===== src/rtl/bloom_seq_ctrl.sv =====
// bloom_seq_ctrl: multi-cycle sequencer between the core's custom-instruction port and the Bloom filter.
// Latency: insert n+1, check k*(LOOKUP_LAT+1)+1, clear CLR_WORDS+1, NOP 1 cycle from accept to rsp_valid.
// Backpressure: one op in flight (req_ready only in IDLE); the response is held until rsp_ready.
//
// Ports:
//   clk, rst                      core clock, synchronous active-high reset
//   req_valid/req_ready           request handshake; req_op, req_rs1 (key, LSB byte first), req_len
//   rsp_valid/rsp_ready           response handshake; rsp_result is held while rsp_valid is high
//   busy                          high whenever the sequencer is not idle
//   bf_insert/bf_check/bf_clear   registered, mutually exclusive filter strobes
//   bf_data, bf_clr_addr          key byte for insert/check, word index for clear (0 when unused)
//   bf_match                      filter lookup result, valid LOOKUP_LAT cycles after a bf_check pulse
// Optional: defining BLOOM_CTRL_PERF_EN adds perf_insert_cnt, perf_check_cnt and perf_hit_cnt.
module bloom_seq_ctrl #(
  parameter int CLR_WORDS  = 16,
  parameter int LOOKUP_LAT = 2
) (
  input  logic                         clk,
  input  logic                         rst,
  input  logic                         req_valid,
  output logic                         req_ready,
  input  logic [4:0]                   req_op,
  input  logic [31:0]                  req_rs1,
  input  logic [2:0]                   req_len,
  output logic                         rsp_valid,
  input  logic                         rsp_ready,
  output logic [31:0]                  rsp_result,
  output logic                         busy,
  output logic                         bf_insert,
  output logic                         bf_check,
  output logic                         bf_clear,
  output logic [7:0]                   bf_data,
  output logic [$clog2(CLR_WORDS)-1:0] bf_clr_addr,
  input  logic                         bf_match
`ifdef BLOOM_CTRL_PERF_EN
  ,
  output logic [31:0]                  perf_insert_cnt,
  output logic [31:0]                  perf_check_cnt,
  output logic [31:0]                  perf_hit_cnt
`endif
);

  localparam int AW = $clog2(CLR_WORDS);
  localparam int WW = $clog2(LOOKUP_LAT + 1);
  localparam logic [AW-1:0] LAST_ADDR = AW'(CLR_WORDS - 1);
  localparam logic [WW-1:0] WAIT_LAST = WW'(LOOKUP_LAT);

  localparam logic [4:0] OP_INSERT = 5'b00001;
  localparam logic [4:0] OP_CLEAR  = 5'b00011;
  localparam logic [4:0] OP_CHECK  = 5'b00100;

  typedef enum logic [2:0] {
    S_IDLE,
    S_INSERT,
    S_CHECK_ISSUE,
    S_CHECK_WAIT,
    S_CLEAR,
    S_RESP
  } state_t;

  state_t        state;
  logic [31:0]   rs1_q;
  logic [1:0]    idx;       // byte currently on bf_data / being looked up
  logic [1:0]    last_idx;  // effective length minus one
  logic [WW-1:0] wait_cnt;  // cycles since the current bf_check pulse

  function automatic logic [7:0] byte_sel(input logic [31:0] w, input logic [1:0] i);
    logic [7:0] b;
    case (i)
      2'd0:    b = w[7:0];
      2'd1:    b = w[15:8];
      2'd2:    b = w[23:16];
      default: b = w[31:24];
    endcase
    return b;
  endfunction

  // Length 0 is treated as one byte, anything above 4 saturates at the full word.
  function automatic logic [1:0] len_to_last(input logic [2:0] len);
    logic [1:0] l;
    if (len == 3'd0)      l = 2'd0;
    else if (len > 3'd4)  l = 2'd3;
    else                  l = 2'(len - 3'd1);
    return l;
  endfunction

  always_ff @(posedge clk) begin
    if (rst) begin
      state       <= S_IDLE;
      req_ready   <= 1'b1;
      busy        <= 1'b0;
      rsp_valid   <= 1'b0;
      rsp_result  <= '0;
      bf_insert   <= 1'b0;
      bf_check    <= 1'b0;
      bf_clear    <= 1'b0;
      bf_data     <= '0;
      bf_clr_addr <= '0;
      rs1_q       <= '0;
      idx         <= '0;
      last_idx    <= '0;
      wait_cnt    <= '0;
`ifdef BLOOM_CTRL_PERF_EN
      perf_insert_cnt <= '0;
      perf_check_cnt  <= '0;
      perf_hit_cnt    <= '0;
`endif
    end else begin
      case (state)
        S_IDLE: begin
          if (req_valid) begin
            rs1_q     <= req_rs1;
            last_idx  <= len_to_last(req_len);
            idx       <= '0;
            req_ready <= 1'b0;
            busy      <= 1'b1;
            case (req_op)
              OP_INSERT: begin
                state     <= S_INSERT;
                bf_insert <= 1'b1;
                bf_data   <= req_rs1[7:0];
              end
              OP_CHECK: begin
                state    <= S_CHECK_ISSUE;
                bf_check <= 1'b1;
                bf_data  <= req_rs1[7:0];
              end
              OP_CLEAR: begin
                state       <= S_CLEAR;
                bf_clear    <= 1'b1;
                bf_clr_addr <= '0;
              end
              default: begin
                state      <= S_RESP;
                rsp_valid  <= 1'b1;
                rsp_result <= '0;
              end
            endcase
          end
        end

        S_INSERT: begin
          if (idx == last_idx) begin
            state      <= S_RESP;
            bf_insert  <= 1'b0;
            bf_data    <= '0;
            rsp_valid  <= 1'b1;
            rsp_result <= {30'b0, last_idx} + 32'd1;
`ifdef BLOOM_CTRL_PERF_EN
            perf_insert_cnt <= perf_insert_cnt + 32'd1;
`endif
          end else begin
            idx     <= idx + 2'd1;
            bf_data <= byte_sel(rs1_q, idx + 2'd1);
          end
        end

        S_CHECK_ISSUE: begin
          // The pulse is exactly one cycle; the lookup result is awaited in CHECK_WAIT.
          state    <= S_CHECK_WAIT;
          bf_check <= 1'b0;
          bf_data  <= '0;
          wait_cnt <= WW'(1);
        end

        S_CHECK_WAIT: begin
          if (wait_cnt == WAIT_LAST) begin
            if (!bf_match) begin
              // A single missing byte proves the key absent; skip the rest.
              state      <= S_RESP;
              rsp_valid  <= 1'b1;
              rsp_result <= '0;
`ifdef BLOOM_CTRL_PERF_EN
              perf_check_cnt <= perf_check_cnt + 32'd1;
`endif
            end else if (idx == last_idx) begin
              state      <= S_RESP;
              rsp_valid  <= 1'b1;
              rsp_result <= 32'd1;
`ifdef BLOOM_CTRL_PERF_EN
              perf_check_cnt <= perf_check_cnt + 32'd1;
              perf_hit_cnt   <= perf_hit_cnt + 32'd1;
`endif
            end else begin
              state    <= S_CHECK_ISSUE;
              idx      <= idx + 2'd1;
              bf_check <= 1'b1;
              bf_data  <= byte_sel(rs1_q, idx + 2'd1);
            end
          end else begin
            wait_cnt <= wait_cnt + WW'(1);
          end
        end

        S_CLEAR: begin
          if (bf_clr_addr == LAST_ADDR) begin
            state       <= S_RESP;
            bf_clear    <= 1'b0;
            bf_clr_addr <= '0;
            rsp_valid   <= 1'b1;
            rsp_result  <= '0;
          end else begin
            bf_clr_addr <= bf_clr_addr + AW'(1);
          end
        end

        S_RESP: begin
          // Returning to IDLE first means no request is taken in the handshake cycle.
          if (rsp_ready) begin
            state      <= S_IDLE;
            rsp_valid  <= 1'b0;
            rsp_result <= '0;
            req_ready  <= 1'b1;
            busy       <= 1'b0;
          end
        end

        default: begin
          state     <= S_IDLE;
          req_ready <= 1'b1;
          busy      <= 1'b0;
        end
      endcase
    end
  end

endmodule


===== config.mk =====
export PLATFORM = sky130hd
export DESIGN_NAME = bloom_seq_ctrl
export DESIGN_NICKNAME = d
export VERILOG_FILES = /design/src/rtl/bloom_seq_ctrl.sv
export SDC_FILE = /design/constraint.sdc
export NUM_CORES = 1
export LEC_CHECK = 0
export CAP_MARGIN = 20
export CORE_MARGIN = 2
export CORE_UTILIZATION = 52
export CTS_CLUSTER_DIAMETER = 100
export DETAILED_ROUTE_END_ITERATION = 10
export GPL_TIMING_DRIVEN = 0
export HOLD_SLACK_MARGIN = 0.06
export PLACE_DENSITY = 0.87
export SLEW_MARGIN = 20
export SYNTH_ARGS = -nofsm -noshare
export SYNTH_HDL_FRONTEND = slang
export SYNTH_SLANG_ARGS = --single-unit

===== constraint.sdc =====
create_clock -name clk -period 2.5 [get_ports clk]
set_clock_uncertainty 0.1 [all_clocks]
set_input_delay 0.375 -clock clk [delete_from_list [all_inputs] [get_ports clk]]
set_output_delay 0.375 -clock clk [all_outputs]
set_load 0.01 [all_outputs]

==> results.md, run 1 <==
- Routed wire per std cell: 14.7 um
- Post-cts resize count: 0
- Share of cells above drive strength 1: 0.132
- Crit start category: primary input
- GR Util met1: 0.306
- Kind of end point of the critical path: flip-flop
- Total wire length: 8810 um
- Sequential share of the synthesized area: 0.374
- Area leader, netlist: dfxtp_1
- Clock network power share: 0.249
- Overflow left after global routing: 0
- Area Growth Syn to Fin: 32.0%
- Top FF cell, synth: dfxtp_1
- Placed Instances: 586
- Vias in the first global route: roughly 3,000
- Share of total power in sequential cells: 0.337
- Nets: 573
- # setup viols final: 0
- Avg Inst Size Synth: around 8 um2
- Cells after synthesis: 417
- Core area: 6280 um2
- Non-Filler Instances: 601
- RePlAce Congestion: roughly 0.93
- Comb pwr share: 0.414
- Reg2reg end: bf_data[4]
- Floorplan row count: 29
- Endpoints failing hold: 0
- Via count: about 3,300
- Global-route wire length before repair: around 14,000 um
- Flop2flop setup slack: between 0.4 and 0.5 ns
- Ys async rst share: 0
- Max clock buf depth: 2
- Critical path required time: approximately 2.6 ns
- Critical Path Sink: state[0]
- Unrepaired setup endpoints after global routing: no
- Clk Tree Root Cell: clkbuf_8
- Fillers: about 530
- Initial core utilization: 0.529
- GRT Util Overall: 0.243
- Fmax: 484 MHz
- Worst Max-Slew Pin Slew: 0.665 ns
- MaxCap Viol Count: 0
- Area contributors post-synth: dfxtp_1 (37%), a21oi_1 (9.6%), nand2_1 (8.9%)
- CP arrival: approximately 2.2 ns
- Yosys warns: 0
- Total Die Area: just over 7000 um2
- Antenna violations before repair: 0
- Synth Cell Area: between 3000 and 4000 um2
- Met2 Usage GRT: 0.403
- CTS tree: done
- Critical path cell sequence: clkdlybuf4s50_1 -> or3b_1 -> a2111oi_0 -> a221oi_1 -> mux2i_1 -> nor2_1
- CTS buffer count: 9
- Slowest stage delay, CP: 0.56 ns
- CTS Sinks: 62
- H-Tree Depth: 3
- Critical path class: primary input to flip-flop
- CP Max Fanout: 6
- Die width: between 80 and 90 um
- Count of input and output buffers: 64
- Worst r2r path cells: 7
- Crit path launch: req_op[2]
- Int Power: 0.00251 W
- Number of top-level pins: 95
- Dpl hpwl: between 6000 and 7000 um
- Power per standard cell area: between 900 and 1000 nW/um2
- Peak VDD IR: just under 0.6 mV
- Slew HR: 0.553
- Switch share: 0.365
- Post-CTS setup buffer count: 0
- DR pass1 iterations: 5
- Seq cells post-synth: 62
- Final critical-path share of the clock period: 0.826
- Via density: between 5 and 6
- Leakage: roughly 1.7 nW
- Later-pin clock latency in the skew report: roughly 0.34 ns
- Outcome: completed
- R2R Path Start: idx[0]
- DIE HEIGHT: ~84 um
- Synth top area share: 0.374
- Slew Viols, Final: 0
- Netlist cell types: 55
- Top Usage Layer GRT: met2
- Post-DRT Antenna Nets: 0
- TNS Setup: 0 ns
- Largest net degree at the start of global routing: 11
- DRC viols: 0
- Switch Pwr: approximately 0.0014 W
- GR Layer Usage met3: 0.0425
- Total Power: 0.00395 W
- Initial DRC count: roughly 260
- Post-CTS Hold Buffers: 0
- Antenna Cells: 0
- Clock transition at path regs: about 0.070 ns
- Min-Delay Path Class: flip-flop to flip-flop
- Worst path slowest cell: clkdlybuf4s50_1
- Count of flip-flops with a built-in enable after synthesis: 0
- Min Tclk post-route: roughly 2.1 ns
worst min-delay path by stage:
stage                     slack, ns         to       from  depth (start not counted)
final                          0.36  rs1_q[31]  rs1_q[31]                          2
after global routing           0.38   rs1_q[4]   rs1_q[4]                          2
after CTS                      0.36  rs1_q[21]  rs1_q[21]                          2
after detailed placement       0.35  rs1_q[21]  rs1_q[21]                          2
after global placement         0.34   rs1_q[7]   rs1_q[7]                          2
after floorplan                0.34   rs1_q[0]   rs1_q[0]                          2
Yosys cell counts (2+ instances only):
| cell | number |
|---|---|
| a211oi_1 | 2 |
| a311oi_1 | 3 |
| clkbuf_1 | 14 |
| xnor2_2 | 2 |
| buf_1 | 3 |
| nand4_1 | 4 |
| and2_1 | 2 |
| buf_4 | 33 |
| nor3_1 | 13 |
| a21oi_1 | 64 |
| a221oi_1 | 10 |
| nor2_1 | 24 |
| dfxtp_1 | 62 |
| or3_1 | 4 |
| nand3b_1 | 4 |
| nor2b_1 | 10 |
| buf_6 | 3 |
| ha_1 | 8 |
| nand2_1 | 79 |
| a31oi_1 | 4 |
| nand2b_1 | 6 |
| or2_1 | 2 |
| inv_1 | 8 |
| mux2i_1 | 2 |
| o31ai_1 | 2 |
| o21ai_0 | 8 |
| a22oi_1 | 11 |
| buf_2 | 3 |
power groups by stage:
stage                     combinational, W  clock [W]  sequential (W)
after global placement             0.00156          0         0.00134
after floorplan                    0.00106          0         0.00135
after global routing               0.00178    0.00103         0.00135
after CTS                          0.00162   0.000998         0.00133
final                              0.00163   0.000983         0.00133
after detailed placement           0.00160          0         0.00135
kinds of logic after synthesis:
group                    share of synthesized area
AND/OR/NAND/NOR                              0.213
AO/OA/AOI/OAI                                0.238
buffers and inverters                        0.119
flip-flops                                   0.374
adder cells (fa/ha/maj)                     0.0332
XOR/XNOR                                    0.0124
multiplexers                               0.00942
other                                      0.00113
worst max-delay path, delay by kind of cell:
| family | cells | cell delay, ns |
|---|---|---|
| AOI/OAI and AO/OA | 2 | 0.64 |
| and+or+nand+nor | 2 | 0.44 |
| muxes | 1 | 0.17 |
| buffers and inverters | 1 | 0.56 |
cell type report:
type / count / area (um2) / area share
multi-input cells: 318 / 1790 / 0.408
flip-flops and latches: 62 / 1240 / 0.283
clock inverters: 4 / 70.1 / 0.0160
well taps: 77 / 96.3 / 0.0220
clock buffers: 11 / 151 / 0.0345
inverters: 8 / 30.0 / 0.00685
plain buffers: 57 / 365 / 0.0834
repair buffers: 64 / 641 / 0.146
placed cells by master, fill, tap and decap left out, types with 3 or more instances in the layout:
| cell | n |
|---|---|
| clkbuf_1 | 14 |
| a221oi_1 | 10 |
| clkbuf_8 | 11 |
| a22oi_1 | 11 |
| buf_4 | 33 |
| or3_1 | 4 |
| ha_1 | 8 |
| o21ai_0 | 8 |
| nor3_1 | 13 |
| a21oi_1 | 64 |
| nand2b_1 | 6 |
| buf_2 | 3 |
| buf_6 | 3 |
| clkdlybuf4s50_1 | 64 |
| nand4_1 | 4 |
| nor2b_1 | 10 |
| conb_1 | 29 |
| nand2_1 | 79 |
| inv_1 | 8 |
| nor2_1 | 24 |
| a311oi_1 | 3 |
| dfxtp_1 | 62 |
| a31oi_1 | 4 |
| buf_1 | 3 |
| nand3b_1 | 4 |
metrics by stage:
step                      hold slack [ns]  cell area (um2)  setup slack (ns)   util
after floorplan                     0.336             3420             0.808      -
after global placement              0.344             4160             0.185  0.663
after detailed placement            0.348             4160             0.126  0.663
after CTS                           0.358             4380             0.484  0.698
after global routing                0.382             4380             0.311  0.698
final                               0.355             4380             0.435  0.698
state kept, by name (all words and copies together), names as in the netlist:
name / flops
rs1_q: 32
bf_data: 8
bf_clr_addr: 4
rsp_result: 3
state: 3
idx: 2
last_idx: 2
wait_cnt: 2
bf_check: 1
bf_clear: 1
bf_insert: 1
busy: 1
req_ready: 1
rsp_valid: 1
metal layers:
layer | part of all wire | vias up | routed length, um
li1 | - | 1610 | -
met1 | 0.43 | 1519 | 3750
met2 | 0.48 | 153 | 4190
met3 | 0.078 | 18 | 683
met4 | 0.021 | 0 | 182
met5 | 0 | - | 0
Note: power is estimated with default switching activity, not from simulation.
==> inputs of run 2 (changes only) <==
- CORE_UTILIZATION: 52 -> 43
- PLACE_DENSITY: 0.87 -> 0.77
- clock period: 2.5 -> 1.8 ns (I/O delays scaled with it)
==> results.md, run 2 (synthesis results as in run 1) <==
- CP Max Fanout: 10
- H-Tree Depth: 3
- Antenna violations before repair: 0
- Floorplan row count: 32
- Global-route wire length before repair: between 10,000 and 15,000 um
- Leakage: about 1.8 nW
- Final critical-path share of the clock period: 0.980
- Worst Path Buf+Inv: 1
- Kind of end point of the critical path: flip-flop
- Via count: 3,253
- Die width: slightly above 90 um
- Worst Max-Slew Pin Slew: 0.579 ns
- Vias in the first global route: 3,009
- Switch share: 0.381
- Largest net degree at the start of global routing: 17
- Max clock buf depth: 2
- Critical path required time: between 1.5 and 2 ns
- DIE HEIGHT: 91.9 um
- GRT Util Overall: 0.210
- Clk Tree Root Cell: clkbuf_8
- Cell family contributing the most delay on the critical path: simple AND/OR/NAND/NOR gates
- Total Die Area: between 8000 and 9000 um2
- Unrepaired setup endpoints after global routing: yes
- CTS buffer count: 9
- Endpoints failing hold: 0
- Switch Pwr: around 0.0022 W
- # setup viols final: 0
- Number of flip-flops in the largest register: 32
- Nets: roughly 570
- Core area: approximately 7600 um2
- Top reg by flops: rs1_q
- Most frequent cells in the layout: nand2_1 (78), a21oi_1 (62), clkdlybuf4s50_1 (61)
- Critical path cell sequence: buf_6 -> or3b_4 -> a31oi_4 -> a211o_2 -> mux2i_1 -> nor2_1
- Total wire length: ~9000 um
- TNS Setup: 0 ns
- Area Growth Syn to Fin: 40.0%
- Later-pin clock latency in the skew report: ~0.35 ns
- Slew Viols, Final: 0
- Slowest stage delay, CP: approximately 0.42 ns
- Share of cells above drive strength 1: 0.212
- Overflow left after global routing: 0
- Comb pwr share: 0.438
- Crit start category: flip-flop
- DRC viols: 0
- Flop2flop setup slack: 0.04 ns
- MaxCap Viol Count: 0
- Non-Filler Instances: ~630
- Fmax: around 570 MHz
- Total Power: around 0.0058 W
- Biggest regs: rs1_q x32, bf_data x8, bf_clr_addr x4
- CTS Sinks: 62
- RePlAce Congestion: approximately 0.94
- Post-DRT Antenna Nets: 0
- Clock transition at path regs: approximately 0.070 ns
- Peak VDD IR: approximately 0.6 mV
- Number of top-level pins: between 90 and 100
- Placed Instances: 611
- Critical path class: flip-flop to flip-flop
- Initial core utilization: 0.436
- Share of total power in sequential cells: 0.322
- CTS tree: done
- Min-Delay Path Class: primary input to flip-flop
- CP arrival: about 1.9 ns
- Power per standard cell area: ~1200 nW/um2
- DR pass1 iterations: 5
- Antenna Cells: 0
- Dpl hpwl: ~6500 um
- Routed wire per std cell: ~14 um
- Int Power: approximately 0.0036 W
- Via density: around 5.2
- Count of input and output buffers: 64
- Initial DRC count: between 200 and 250
- Min Tclk post-route: ~1.8 ns
- Slew HR: 0.614
- Clock network power share: 0.239
- Commonest non-fill, non-tap cell in the layout: nand2_1
- Outcome: completed
- Worst path slowest cell: or3b_4
run 2: worst reg2reg max path: stages (launching register included):
cell and delay, ns:
dfxtp_1 0.33, buf_6 0.14, or3b_4 0.42, a31oi_4 0.25, a211o_2 0.17, mux2i_1 0.18, nor2_1 0.05
run 2: metrics by stage:
| stage | setup slack (ns) | hold slack, ns | area [um2] | util |
|---|---|---|---|---|
| floorplan | 0.108 | 0.306 | 3420 | - |
| global placement | -0.421 | 0.348 | 4190 | 0.551 |
| detailed placement | -0.439 | 0.350 | 4190 | 0.551 |
| CTS | 0.00415 | 0.278 | 4450 | 0.584 |
| global route | -0.0530 | 0.241 | 4650 | 0.611 |
| finish | 0.0354 | 0.220 | 4650 | 0.611 |
run 2: final timing paths:
check | from | depth (start not counted) | endpoint
min | req_op[1] | 3 | bf_clear
min reg2reg | rs1_q[1] | 2 | rs1_q[1]
max | state[0] | 6 | state[0]
max reg2reg | state[0] | 6 | state[0]
run 2: repair_timing:
action                                 4_1_cts  5_1_grt
hold buffers                                 0        0
pin swaps                                    1       10
setup endpoints to repair                   43       46
setup buffers                                0        6
endpoints found under the hold margin        0        0
gates resized for setup                     11       50
run 2: power groups by stage:
| stage | combinational, W | clock (W) | sequential [W] |
|---|---|---|---|
| floorplan | 0.00147 | 0 | 0.00188 |
| global placement | 0.00219 | 0 | 0.00186 |
| detailed placement | 0.00222 | 0 | 0.00187 |
| CTS | 0.00226 | 0.00140 | 0.00184 |
| global route | 0.00277 | 0.00146 | 0.00189 |
| finish | 0.00252 | 0.00138 | 0.00186 |
run 2: area by class of cell:
class	instances	area, um2
Timing Repair Buffer	70	693
Buffer	50	363
Sequential cell	62	1250
Clock buffer	9	124
Inverter	8	30.0
Fill cell	700	2960
Tap cell	102	128
Clock inverter	7	97.6
Multi-Input combinational cell	318	1960
run 2: layer usage:
| layer | vias to the layer above | wire, um | track usage |
|---|---|---|---|
| li1 | 1610 | - | - |
| met1 | 1519 | 3820 | 0.262 |
| met2 | 110 | 4480 | 0.354 |
| met3 | 14 | 610 | 0.0534 |
| met4 | 0 | 129 | 0.0721 |
| met5 | - | 0 | 0 |
